## src/rtl/serial_subtractor.sv

```systemverilog
// serial_subtractor: bit-serial WIDTH-bit subtractor computing diff = a - b, one bit per clock,
// LSB first, through a single full-subtractor cell and a borrow flip-flop.
//
// Ports:
//   clk     in   rising-edge clock
//   rst_n   in   asynchronous reset, active low
//   start   in   request; sampled only in IDLE or DONE
//   a, b    in   minuend / subtrahend, captured on the accepting edge
//   busy    out  high while a subtraction is in progress
//   done    out  single-cycle completion pulse
//   ovf     out  signed overflow (only with SERIAL_SUB_OVF_EN defined)
//   diff    out  a - b modulo 2^WIDTH, held until the next completion
//   borrow  out  unsigned borrow out (a < b)
//
// Configuration macro: SERIAL_SUB_OVF_EN adds the ovf port and its operand-MSB capture flops.

module serial_subtractor #(
    parameter int unsigned WIDTH = 8
) (
    input  logic             clk,
    input  logic             rst_n,
    input  logic             start,
    input  logic [WIDTH-1:0] a,
    input  logic [WIDTH-1:0] b,
    output logic             busy,
    output logic             done,
`ifdef SERIAL_SUB_OVF_EN
    output logic             ovf,
`endif
    output logic [WIDTH-1:0] diff,
    output logic             borrow
);

    localparam int unsigned CntW = (WIDTH > 1) ? $clog2(WIDTH) : 1;
    localparam logic [CntW-1:0] LastCnt = CntW'(WIDTH - 1);

    typedef enum logic [1:0] {StIdle, StShift, StDone} state_e;

    state_e           state_q, state_d;
    logic [WIDTH-1:0] a_sr_q, a_sr_d;
    logic [WIDTH-1:0] b_sr_q, b_sr_d;
    logic [WIDTH-1:0] res_q, res_d;
    logic [CntW-1:0]  cnt_q, cnt_d;
    logic             bff_q, bff_d;
    logic [WIDTH-1:0] diff_q, diff_d;
    logic             borrow_q, borrow_d;
`ifdef SERIAL_SUB_OVF_EN
    logic             a_msb_q, a_msb_d;
    logic             b_msb_q, b_msb_d;
    logic             ovf_q, ovf_d;
`endif

    // Full-subtractor cell on the current LSBs and the stored borrow.
    logic x_bit, y_bit, bi_bit, d_bit, bo_bit;
    assign x_bit  = a_sr_q[0];
    assign y_bit  = b_sr_q[0];
    assign bi_bit = bff_q;
    assign d_bit  = x_bit ^ y_bit ^ bi_bit;
    assign bo_bit = (~x_bit & y_bit) | (~(x_bit ^ y_bit) & bi_bit);

    always_comb begin
        state_d  = state_q;
        a_sr_d   = a_sr_q;
        b_sr_d   = b_sr_q;
        res_d    = res_q;
        cnt_d    = cnt_q;
        bff_d    = bff_q;
        diff_d   = diff_q;
        borrow_d = borrow_q;
`ifdef SERIAL_SUB_OVF_EN
        a_msb_d  = a_msb_q;
        b_msb_d  = b_msb_q;
        ovf_d    = ovf_q;
`endif
        case (state_q)
            StIdle, StDone: begin
                if (start) begin
                    a_sr_d  = a;
                    b_sr_d  = b;
                    bff_d   = 1'b0;
                    cnt_d   = '0;
`ifdef SERIAL_SUB_OVF_EN
                    a_msb_d = a[WIDTH-1];
                    b_msb_d = b[WIDTH-1];
`endif
                    state_d = StShift;
                end else begin
                    state_d = StIdle;
                end
            end
            StShift: begin
                res_d  = {d_bit, res_q[WIDTH-1:1]};
                a_sr_d = a_sr_q >> 1;
                b_sr_d = b_sr_q >> 1;
                bff_d  = bo_bit;
                cnt_d  = cnt_q + CntW'(1);
                if (cnt_q == LastCnt) begin
                    // Final bit: publish the completed word directly from the shift path.
                    diff_d   = {d_bit, res_q[WIDTH-1:1]};
                    borrow_d = bo_bit;
`ifdef SERIAL_SUB_OVF_EN
                    ovf_d    = (a_msb_q != b_msb_q) & (d_bit != a_msb_q);
`endif
                    state_d  = StDone;
                end
            end
            default: state_d = StIdle;
        endcase
    end

    always_ff @(posedge clk or negedge rst_n) begin
        if (!rst_n) begin
            state_q  <= StIdle;
            a_sr_q   <= '0;
            b_sr_q   <= '0;
            res_q    <= '0;
            cnt_q    <= '0;
            bff_q    <= 1'b0;
            diff_q   <= '0;
            borrow_q <= 1'b0;
`ifdef SERIAL_SUB_OVF_EN
            a_msb_q  <= 1'b0;
            b_msb_q  <= 1'b0;
            ovf_q    <= 1'b0;
`endif
        end else begin
            state_q  <= state_d;
            a_sr_q   <= a_sr_d;
            b_sr_q   <= b_sr_d;
            res_q    <= res_d;
            cnt_q    <= cnt_d;
            bff_q    <= bff_d;
            diff_q   <= diff_d;
            borrow_q <= borrow_d;
`ifdef SERIAL_SUB_OVF_EN
            a_msb_q  <= a_msb_d;
            b_msb_q  <= b_msb_d;
            ovf_q    <= ovf_d;
`endif
        end
    end

    // Status decodes straight from the state register, so busy and done are glitch-free
    // and mutually exclusive.
    assign busy   = (state_q == StShift);
    assign done   = (state_q == StDone);
    assign diff   = diff_q;
    assign borrow = borrow_q;
`ifdef SERIAL_SUB_OVF_EN
    assign ovf    = ovf_q;
`endif

endmodule

```

## config.mk

```make
export PLATFORM = sky130hd
export DESIGN_NAME = serial_subtractor
export DESIGN_NICKNAME = d
export VERILOG_FILES = /design/src/rtl/serial_subtractor.sv
export SDC_FILE = /design/constraint.sdc
export NUM_CORES = 1
export LEC_CHECK = 0
export CORE_ASPECT_RATIO = 0.75
export CORE_UTILIZATION = 35
export CTS_BUF_LIST = sky130_fd_sc_hd__clkbuf_4
export CTS_CLUSTER_SIZE = 12
export DETAILED_ROUTE_END_ITERATION = 8
export SYNTH_ARGS = -nofsm -noshare
export SYNTH_HDL_FRONTEND = slang
export SYNTH_SLANG_ARGS = --single-unit
```

## constraint.sdc

```tcl
create_clock -name clk -period 1.4 [get_ports clk]
set_input_delay 0.28 -clock clk [delete_from_list [all_inputs] [get_ports clk]]
set_output_delay 0.28 -clock clk [all_outputs]
set_load 0.1 [all_outputs]
```

Word level (Yosys, flattened, before mapping)

Index checks and enable logic that the tools add are counted.

Reduce and logical (&&, ||, !) cells: 5
Add/sub/neg operators: 1
Bitwise operators: 7
$lt $le $gt $ge: 0
Shift operators: 0
Divide/modulo/power cells: 0
Equal/unequal tests: 5
Multiplexer cells: 11
Multipliers: 0

Operators by type and width:

| kind                                                             | count |
|---|---|
| 8-bit case mux with 2 select lines                               | 2 |
| 8-bit two-way mux                                                | 2 |
| 3-bit case mux with 2 select lines                               | 1 |
| 2-bit case mux with 2 select lines                               | 1 |
| 2-bit AND reduction                                              | 2 |
| 3-bit by 1-bit adder with 3-bit output (second input constant)   | 1 |
| 3-bit == test (second input constant)                            | 1 |
| 3-bit two-way mux                                                | 1 |
| 1-bit AND                                                        | 2 |
| 2-bit by 1-bit == test with 1-bit output (second input constant) | 1 |
| 2-bit == test (second input constant)                            | 1 |
| 2-bit zero test                                                  | 1 |
| 1-bit two-way mux                                                | 2 |
| 2-bit two-way mux                                                | 1 |
| 2-bit by 1-bit != test with 1-bit output (second input constant) | 1 |
| 2-bit != test (second input constant)                            | 1 |
| 1-bit inverter                                                   | 2 |
| 1-bit case mux with 2 select lines                               | 1 |
| 2-bit nonzero test                                               | 1 |
| 2-bit OR reduction                                               | 1 |
| 1-bit bitwise XOR                                                | 2 |
| 1-bit bitwise OR                                                 | 1 |

Flip-flop bits (word level): 39
Memories kept: 0
Latch bits: 0
Output and inout port bits: 11
Input port bits: 19
Logic and storage cells: 37
ROM bits: 0
Bits in writable memories: 0

Depth between registers and ports, before layout

Gate-level depths: netlist (run 1).

Word-level depth: 5
Gate-level depth with buffers: 6
Mapped depth without buffers: 5

Worst setup path after synthesis (run 1)

Ideal clock, no wire load.

Path type: register to output
Start: register state_q[1]
End: output done
Arrival time: 2060 ps
Path slack: -940 ps
Cell stages (with the launch flop): 4
Required time: 1120 ps
Cell sequence: dfrtp_1 > buf_6 > buf_12 > nor2b_1

Word-level cells in the longest chain between the ends: 1

RTL lines:

| item                   | line | RTL |
|---|---|---|
| start, declared        | 39   | `state_e state_q, state_d;` |
| start signal, assigned | 113  | `state_q <= StIdle;` |
| start signal, assigned | 127  | `state_q <= state_d;` |
| 2-bit == test          | 146  | `assign done = (state_q == StDone);` |
| end, declared          | 26   | `output logic done,` |

Every way passes these cells.

Worst setup path after layout (run 1)

Start: register state_q[0]
End: output done

The elaborated chain is that of the path after synthesis.

==> flow_metrics.py, run 1 <==
metrics = {
    "detailed_routing": {
        "vias": 1297,
        "antenna_left": 0,
        "post_drt_via_cell_ratio": 4.86,
        "finalWirelength_um": 3860,
        "drt_iter0_markers": 64,
        "first_pass_iters": 4,
        "top_layer": "met4",
        "routedWlPerCell_um": 14.4,
        "wl_met1_um": 1900,
        "wl_met2_um": 1840,
        "drc_errors": 0,
        "wl_met3_um": 93,
    },
    "sta": {
        "finalCriticalPeriod_ps": 1520,
        "finalClockSkew_ps": 7.15,
        "rsz0062_at_grt": "true",
        "period_share_pct": 109,
        "setup_viol": 3,
        "worst_slack_ps": -120,
        "whs_ps": 508,
        "tightest_slew_ps": 494,
        "hold_viol_final": 0,
        "max_slew_margin_pct": 67.1,
        "finalMaxSlewViolations": 0,
        "fmax_mhz": 658,
    },
    "power_and_ir_drop": {
        "power_switching_uw": 2850,
        "p_per_area_nw_per_um2": 2590,
        "p_sw_share_pct": 42.3,
        "combinationalPowerShare_pct": 57.5,
        "internal_power_uw": 3890,
        "leakage_uw": 0.00113,
        "seq_power_share_pct": 31.4,
        "ir_worst_vdd_v": 0.000748,
        "clkPwrFrac_pct": 11.0,
    },
    "cells_and_area": {
        "drive_gt1_share_pct": 31.8,
        "nets": 216,
        "area_growth_pct": 37.7,
        "layout_commonest_cell": "dfrtp_1",
        "final_cell_mix": "dfrtp_1, clkdlybuf4s50_1, mux2i_1",
        "antenna_cells": 0,
    },
    "cts": {
        "cts_root_buf": "clkbuf_4",
        "cts_sinks": 38,
        "cts_tree": "yes",
        "clk_latency_ps": 340,
        "clk_pin_slew_ps": 120,
        "clk_path_buf_depth": 2,
        "cts_max_level": 2,
        "cts_made_buffers": 5,
    },
    "logic_synthesis": {
        "synth_area_um2": 1890,
        "syn_inst": 150,
        "syn_avg_cell_area_um2": 12.6,
        "synthDistinctLibCells": 21,
        "yosysWarnings": 0,
        "syn_nets": 172,
        "yosysSeqAreaShare_pct": 50.2,
        "ys_seq_elements": 38,
    },
    "grt": {
        "grt_overflow_total": 0,
        "grt_use_total_pct": 15.4,
        "grt_pass1_wl_um": 6550,
        "antenna_found_initial": 0,
        "grt_start_max_net_pins": 39,
        "grt_pass1_vias": 1304,
    },
    "worst_setup_path": {
        "endpoint_kind": "output pin",
        "worstPathRequired_ps": 1120,
        "worst-setup-path-type": "register to output pin",
        "rr_worst_depth": 4,
        "worstSetupStartpointType": "register",
        "cp_max_fo": 3,
        "worstPathArrival_ps": 1240,
        "rrSetupSlack_ps": 0,
    },
    "placed_design": {
        "portBuffers": 29,
        "dpl_worst_slack_ps": -74.0,
        "hpwl_um": 2390,
        "place.gp.congestion": 0.714,
    },
    "status": {
        "status": "finished with violations",
        "violations": "negative setup slack",
    },
    "worst_hold_path": {
        "hp-class": "input pin to async pin",
    },
    "floorplan": {
        "core_area_um2": 5040,
        "row_count": 22,
        "dieArea_um2": 5710,
        "start_util_pct": 37.6,
        "ioPinCount": 30,
        "die_w_um": 87.0,
        "die_h_um": 65.7,
    },
    "flow_run": {
        "max_cap_violations": 0,
    },
}
## final timing paths
check | from | end
min in group clk | res_q[1] | res_q[1]
worst min-delay path | rst_n | diff[0]
worst max-delay path | state_q[0] | done
worst max register to register | cnt_q[0] | cnt_q[2]
worst min register to register | res_q[1] | res_q[1]
max in group asynchronous | rst_n | state_q[0]
## cell usage after synthesis, drive strengths merged
cell type  instances  area, um^2
fa                 1        20.0
a211oi            14         105
nand2              2        7.51
nand3              3        15.0
mux2i             16         160
mux2              17         240
o21ai              6        30.0
nor2               1        3.75
nand2b             2        12.5
a21oi             14        70.1
nor2b             15        93.8
inv                4        15.0
a22o               3        26.3
buf               11        98.8
dfrtp             38         951
ha                 2        25.0
nand3b             1        20.0
## critical path, cell delays in order, from the launching register on
cell and delay (ps):
dfrtp_2 460, buf_12 140, nor2b_4 120, buf_12 180
## area by class of cell
type	instances	area, um^2
Clock buffer	5	37.5
Clock inverter	3	40.0
Fill cell	431	2430
Inverter	4	18.8
Multi-Input combinational cell	98	883
Sequential cell	38	952
Tap cell	72	90.1
Timing Repair Buffer	47	587
## power groups by stage
stage	Clock, uW	Sequential, uW	Combinational (uW)
finish	744	2120	3880
global route	814	2200	4110
CTS	769	2120	3870
detailed placement	0	2120	3620
global placement	0	2080	3530
floorplan	0	2900	1680
## what timing repair did
action	CTS	global route
gates resized for setup	7	1
cloned	2	0
setup buffers	5	2
pin swaps	1	2
setup endpoints to repair	11	7
hold buffers	1	0
endpoints found under the hold margin	38	0
## metal layers
layer	GRT usage, %	vias to the layer above
met2	24.0	20
met4	5.63	0
met5	0	-
li1	-	632
met3	3.14	2
met1	21.1	643
## per-stage QoR
stage	utilization (%)	total power [uW]	cells	TNS, ps	instance area (um^2)
3_5_place_dp	47.4	5740	249	-1220	2390
2_1_floorplan	-	4580	150	-105	1910
6_report	51.8	6750	267	-220	2610
4_1_cts	51.4	6760	265	-247	2590
5_1_grt	51.8	7130	267	-407	2610
3_3_place_gp	47.4	5610	249	-399	2390
## flip-flops by register name (all words and copies together), names as in the netlist
name and flops:
a_sr_q 8, b_sr_q 8, bff_q 1, borrow 1
cnt_q 3, diff 8, res_q 7, state_q 2
## kinds of logic (layout without fill, tap and decap cells)
kind of cell    count (synthesis)  in the layout  share of synthesized area [%]
flops                          38             38                           50.2
compound gates                 37             37                           12.2
mux                            33             33                           21.1
simple gates                   24             25                           8.06
buf+inv                        15             59                           6.01
fa+ha+maj                       3              3                           2.38
Note: power is estimated with default switching activity, not from simulation.
==> inputs of run 2 (changes only) <==
--- a/config.mk
+++ b/config.mk
@@ -10,6 +10,7 @@
 export CTS_BUF_LIST = sky130_fd_sc_hd__clkbuf_4
 export CTS_CLUSTER_SIZE = 12
 export DETAILED_ROUTE_END_ITERATION = 8
+export PLACE_DENSITY = 0.56
 export SYNTH_ARGS = -nofsm -noshare
 export SYNTH_HDL_FRONTEND = slang
 export SYNTH_SLANG_ARGS = --single-unit
==> run 2 against run 1 <==
The run still ends with negative setup slack left. First-iteration DRC count fell by 13%. Maximum frequency fell by 1.4%. Worst setup slack got worse by 22 ps. Critical endpoint is now busy. Largest cell class unchanged. Largest power group unchanged. Highest routed layer unchanged.
==> flow_metrics.py, run 2 (synthesis results as in run 1) <==
metrics = {
    "cells_and_area": {
        "drive_gt1_share_pct": 32.1,
        "area_growth_pct": 39.3,
        "layout_commonest_cell": "dfrtp_1",
        "final_cell_mix": "dfrtp_1, clkdlybuf4s50_1, mux2i_1",
        "stdcell_count": 268,
        "antenna_cells": 0,
        "nets": 218,
    },
    "cts": {
        "cts_tree": "yes",
        "cts_max_level": 2,
        "cts_sinks": 38,
        "clk_path_buf_depth": 2,
        "cts_made_buffers": 5,
        "cts_root_buf": "clkbuf_4",
        "clk_latency_ps": 340,
        "clk_pin_slew_ps": 110,
    },
    "placed_design": {
        "dp.cells": 249,
        "portBuffers": 29,
        "place.gp.congestion": 0.700,
        "hpwl_um": 2520,
    },
    "flow_run": {
        "max_cap_violations": 0,
    },
    "status": {
        "status": "finished with violations",
        "violations": "negative setup slack",
    },
    "worst_setup_path": {
        "rr_worst_depth": 4,
        "slowest_delay_ps": 450,
        "worstPathArrival_ps": 1260,
        "rr_endpoint": "cnt_q[2]",
        "worstSetupStartpointType": "register",
        "cp-endpoint": "busy",
        "critPathLaunch": "state_q[0]",
        "cp_max_fo": 3,
        "r2r_start": "cnt_q[0]",
        "endpoint_kind": "output pin",
        "rrSetupSlack_ps": 40,
        "crit_path_cell_trace": "buf_6 -> nand2b_4 -> clkinvlp_4 -> buf_12",
        "worst-setup-path-type": "register to output pin",
        "worstPathRequired_ps": 1120,
        "cpMaxStageDelayCell": "dfrtp_2",
    },
    "sta": {
        "rsz0062_at_grt": "true",
        "tns_ps": -246,
        "finalClockSkew_ps": 13.6,
        "setup_viol": 2,
        "period_share_pct": 110,
        "tightest_slew_ps": 411,
        "fmax_mhz": 648,
        "max_slew_margin_pct": 72.6,
        "hold_viol_final": 0,
        "finalMaxSlewViolations": 0,
        "worst_slack_ps": -143,
        "finalCriticalPeriod_ps": 1540,
    },
    "grt": {
        "grt_overflow_total": 0,
        "antenna_found_initial": 0,
        "grt_use_total_pct": 16.4,
        "grt_pass1_vias": 1373,
        "grt_start_max_net_pins": 33,
        "grt_pass1_wl_um": 6930,
    },
    "detailed_routing": {
        "antenna_left": 0,
        "vias": 1294,
        "routedWlPerCell_um": 15.3,
        "drc_errors": 0,
        "drt_iter0_markers": 56,
        "post_drt_via_cell_ratio": 4.83,
        "finalWirelength_um": 4100,
        "first_pass_iters": 4,
    },
    "power_and_ir_drop": {
        "leakage_uw": 0.00115,
        "p_per_area_nw_per_um2": 2540,
        "ir_worst_vdd_v": 0.00136,
    },
    "floorplan": {
        "row_count": 22,
        "ioPinCount": 30,
        "dieArea_um2": 5710,
        "die_w_um": 87.0,
        "die_h_um": 65.7,
        "start_util_pct": 37.6,
        "core_area_um2": 5040,
    },
    "worst_hold_path": {
        "hp-class": "input pin to async pin",
    },
}
==> run 2: cell types whose count changed in the layout (fill, tap and decap cells not counted) <==
cell       before  now
buf_12         13   14
buf_4          13   11
buf_6           1    3
bufbuf_16       1    2
bufinv_16       1    0
o21ai_0         6    5
o21ai_1         0    1
==> run 2: stage by stage <==
step	total power, uW	setup WS [ps]	utilization (%)	instance area (um^2)	hold WS [ps]
6_report	6710	-143	52.4	2640	387
5_1_grt	7110	-192	52.4	2640	425
4_1_cts	6760	-156	52.5	2640	383
3_5_place_dp	5760	-78.5	47.6	2400	225
3_3_place_gp	5640	-49.4	47.6	2400	223
2_1_floorplan	4580	-103	-	1910	-15.6
==> run 2: worst min path at each step <==
stage | end | slack [ps] | cells past startpoint
finish | b_sr_q[5] | 390 | 2
global route | b_sr_q[5] | 430 | 2
CTS | b_sr_q[5] | 380 | 2
detailed placement | b_sr_q[5] | 220 | 1
global placement | b_sr_q[5] | 220 | 1
floorplan | a_sr_q[0] | -20 | 0
==> run 2: what timing repair did <==
| action | 4_1_cts | 5_1_grt |
|---|---|---|
| cloned | 3 | 0 |
| endpoints found under the hold margin | 15 | 0 |
| setup buffers | 9 | 0 |
| resized for setup | 8 | 2 |
| pin swaps | 0 | 2 |
| setup endpoints to repair | 11 | 13 |
| hold buffers | 1 | 0 |
==> run 2: per-layer routing <==
| metal | wire, um | GRT usage, % | share of wire (%) | vias to the layer above |
|---|---|---|---|---|
| li1 | - | - | - | 628 |
| met1 | 2050 | 23.0 | 50 | 639 |
| met2 | 1900 | 25.6 | 46 | 22 |
| met3 | 114 | 3.27 | 2.8 | 5 |
| met4 | 36 | 5.00 | 0.88 | 0 |
| met5 | 0 | 0 | 0 | - |
==> run 2: worst max-delay path, delay by kind of cell, from the launching register on <==
family	cells	cell delay, ps
flip-flops	1	450
AND/OR/NAND/NOR	1	80
buffers and inverters	3	400
==> run 2: power by group <==
group | internal (uW) | switching (uW) | leakage, uW
combinational | 2010 | 2050 | 0.000666
clock | 181 | 349 | 0.0000308
sequential | 1640 | 473 | 0.000453
==> run 2: layout make-up <==
cell class                 instances  area, um^2
clock inverter                     2        10.0
timing repair buffer              49         647
sequential                        38         952
clock buffer                       5        37.5
fill                             445        2400
tap                               72        90.1
inverter                           4        18.8
multi-input combinational         98         883
==> inputs of run 3 (changes only) <==
--- a/config.mk
+++ b/config.mk
@@ -11,6 +11,7 @@
 export CTS_CLUSTER_SIZE = 12
 export DETAILED_ROUTE_END_ITERATION = 8
 export PLACE_DENSITY = 0.56
+export SETUP_SLACK_MARGIN = 0.3
 export SYNTH_ARGS = -nofsm -noshare
 export SYNTH_HDL_FRONTEND = slang
 export SYNTH_SLANG_ARGS = --single-unit
==> run 3 against run 2 <==
The flow still finishes with violations (negative setup slack). Via count rose by 2.3%. Combinational power rose by 10%. Power rose by 9.8%. Maximum frequency fell by 1.8%. Sequential cell count did not move. Register-to-register slack got worse by 30 ps. Global-route usage rose by 0.60 points.
==> flow_metrics.py, run 3 (synthesis results as in run 1) <==
metrics = {
    "status": {
        "status": "finished with violations",
        "violations": "negative setup slack",
    },
    "worst_setup_path": {
        "rr_worst_depth": 5,
        "endpoint_kind": "output pin",
        "r2r_start": "state_q[1]",
        "worstPathRequired_ps": 1120,
        "critPathLaunch": "state_q[1]",
        "cp_top_family": "flip-flops",
        "cpMostUsedCell": "buf_12",
        "cpMaxStageDelayCell": "dfrtp_1",
        "cp_max_fo": 3,
        "path_depth": 4,
        "crit_path_cell_trace": "nand2b_4 -> buf_12 -> clkinvlp_4 -> buf_12",
        "slowest_delay_ps": 430,
        "worst-setup-path-type": "register to output pin",
        "worstPathArrival_ps": 1290,
        "crit_buf_inv": 3,
        "worstSetupStartpointType": "register",
    },
    "detailed_routing": {
        "antenna_left": 0,
        "finalWirelength_um": 4260,
        "vias": 1324,
        "drt_iter0_markers": 69,
        "drc_errors": 0,
        "first_pass_iters": 4,
        "routedWlPerCell_um": 15.7,
        "post_drt_via_cell_ratio": 4.87,
    },
    "power_and_ir_drop": {
        "combinationalPowerShare_pct": 60.7,
        "internal_power_uw": 4280,
        "leakage_uw": 0.00121,
        "p_per_area_nw_per_um2": 2540,
        "seq_power_share_pct": 29.3,
        "ir_worst_vdd_v": 0.00172,
        "clkPwrFrac_pct": 10.0,
        "p_sw_share_pct": 41.9,
        "power_switching_uw": 3090,
    },
    "floorplan": {
        "die_w_um": 87.0,
        "die_h_um": 65.7,
        "ioPinCount": 30,
        "core_area_um2": 5040,
        "start_util_pct": 37.6,
        "row_count": 22,
        "dieArea_um2": 5710,
    },
    "cts": {
        "clk_latency_ps": 340,
        "cts_tree": "yes",
        "clk_pin_slew_ps": 120,
        "cts_max_level": 2,
        "clk_path_buf_depth": 2,
        "cts_sinks": 38,
        "cts_made_buffers": 5,
        "cts_root_buf": "clkbuf_4",
    },
    "cells_and_area": {
        "final_cell_mix": "dfrtp_1, buf_12, clkdlybuf4s50_1",
        "nets": 221,
        "design_area_um2": 2900,
        "layout_commonest_cell": "dfrtp_1",
        "antenna_cells": 0,
        "area_growth_pct": 52.8,
        "drive_gt1_share_pct": 47.5,
    },
    "grt": {
        "grt_start_max_net_pins": 33,
        "grt_pass1_vias": 1456,
        "grt_pass1_wl_um": 7220,
        "grt_overflow_total": 0,
        "busiest_layer": "met2",
        "met2_usage_pct": 26.0,
        "antenna_found_initial": 0,
        "grt_use_total_pct": 17.0,
        "globalRouteMet1Util_pct": 23.3,
        "use_met3_pct": 3.14,
    },
    "placed_design": {
        "portBuffers": 29,
        "dpl_cell_area_um2": 2440,
        "hpwl_um": 2440,
        "place.gp.congestion": 0.705,
    },
    "sta": {
        "hold_viol_final": 0,
        "max_slew_margin_pct": 76.9,
        "setup_viol": 2,
        "finalCriticalPeriod_ps": 1570,
        "worst_slack_ps": -171,
        "finalClockSkew_ps": 6.43,
        "period_share_pct": 112,
        "whs_ps": 366,
        "tightest_slew_ps": 346,
        "fmax_mhz": 637,
        "rsz0062_at_grt": "true",
        "finalMaxSlewViolations": 0,
    },
    "worst_hold_path": {
        "hp-class": "input pin to async pin",
    },
    "flow_run": {
        "max_cap_violations": 0,
    },
}
run 3: cell count changes in the layout (fill, tap and decap cells not counted), sizes merged:
cell,before,now
bufbuf,2,1
clkbuf,5,6
dlymetal6s2s,0,1
buf,29,32
bufinv,0,1
clkdlybuf4s50,17,16
run 3: final timing paths:
check,slack (ps),to
worst max-delay path,-170,busy
worst min-delay path,370,b_sr_q[5]
worst max register to register,10,cnt_q[2]
worst min register to register,530,diff[0]
max in group asynchronous,570,diff[7]
min in group clk,530,diff[0]
run 3: final cells by class:
| cell class | instances | area, um^2 |
|---|---|---|
| multi-input cells | 98 | 1010 |
| clock buffers | 5 | 37.5 |
| well taps | 72 | 90.1 |
| flip-flops and latches | 38 | 963 |
| clock inverters | 3 | 40.0 |
| repair buffers | 52 | 738 |
| fillers | 410 | 2140 |
| inverters | 4 | 18.8 |
run 3: worst register-to-register path: stages (launching register included):
cell	delay, ps
dfrtp_1	430
buf_4	150
buf_12	120
buf_4	130
mux2_2	260
a22o_1	200
run 3: metrics by stage:
step | worst slack [ps] | TNS, ps | cells | total power, uW | util, %
6_report | -171 | -329 | 272 | 7360 | 57.5
2_1_floorplan | -103 | -105 | 150 | 4660 | -
3_5_place_dp | -131 | -1130 | 246 | 5850 | 48.4
4_1_cts | -177 | -351 | 270 | 7310 | 56.2
5_1_grt | -239 | -498 | 272 | 7800 | 57.5
3_3_place_gp | -52.0 | -603 | 246 | 5740 | 48.4
run 3: power by group through the flow:
stage               Combinational (uW)  Clock, uW  Sequential [uW]
finish                            4470        736             2160
global route                      4730        824             2240
CTS                               4400        763             2150
detailed placement                3680          0             2170
global placement                  3610          0             2130
floorplan                         1720          0             2950
run 3: repair_timing:
action,CTS,global route
resized for setup,32,10
hold buffers,1,0
pin swaps,3,3
setup endpoints to repair,34,48
buffers inserted,12,1
gates cloned,3,1
endpoints found under the hold margin,12,0
run 3: metal layers:
metal	vias to the layer above	wire (um)
li1	640	-
met1	662	2150
met3	4	108
met2	18	1960
met4	0	43
met5	-	0
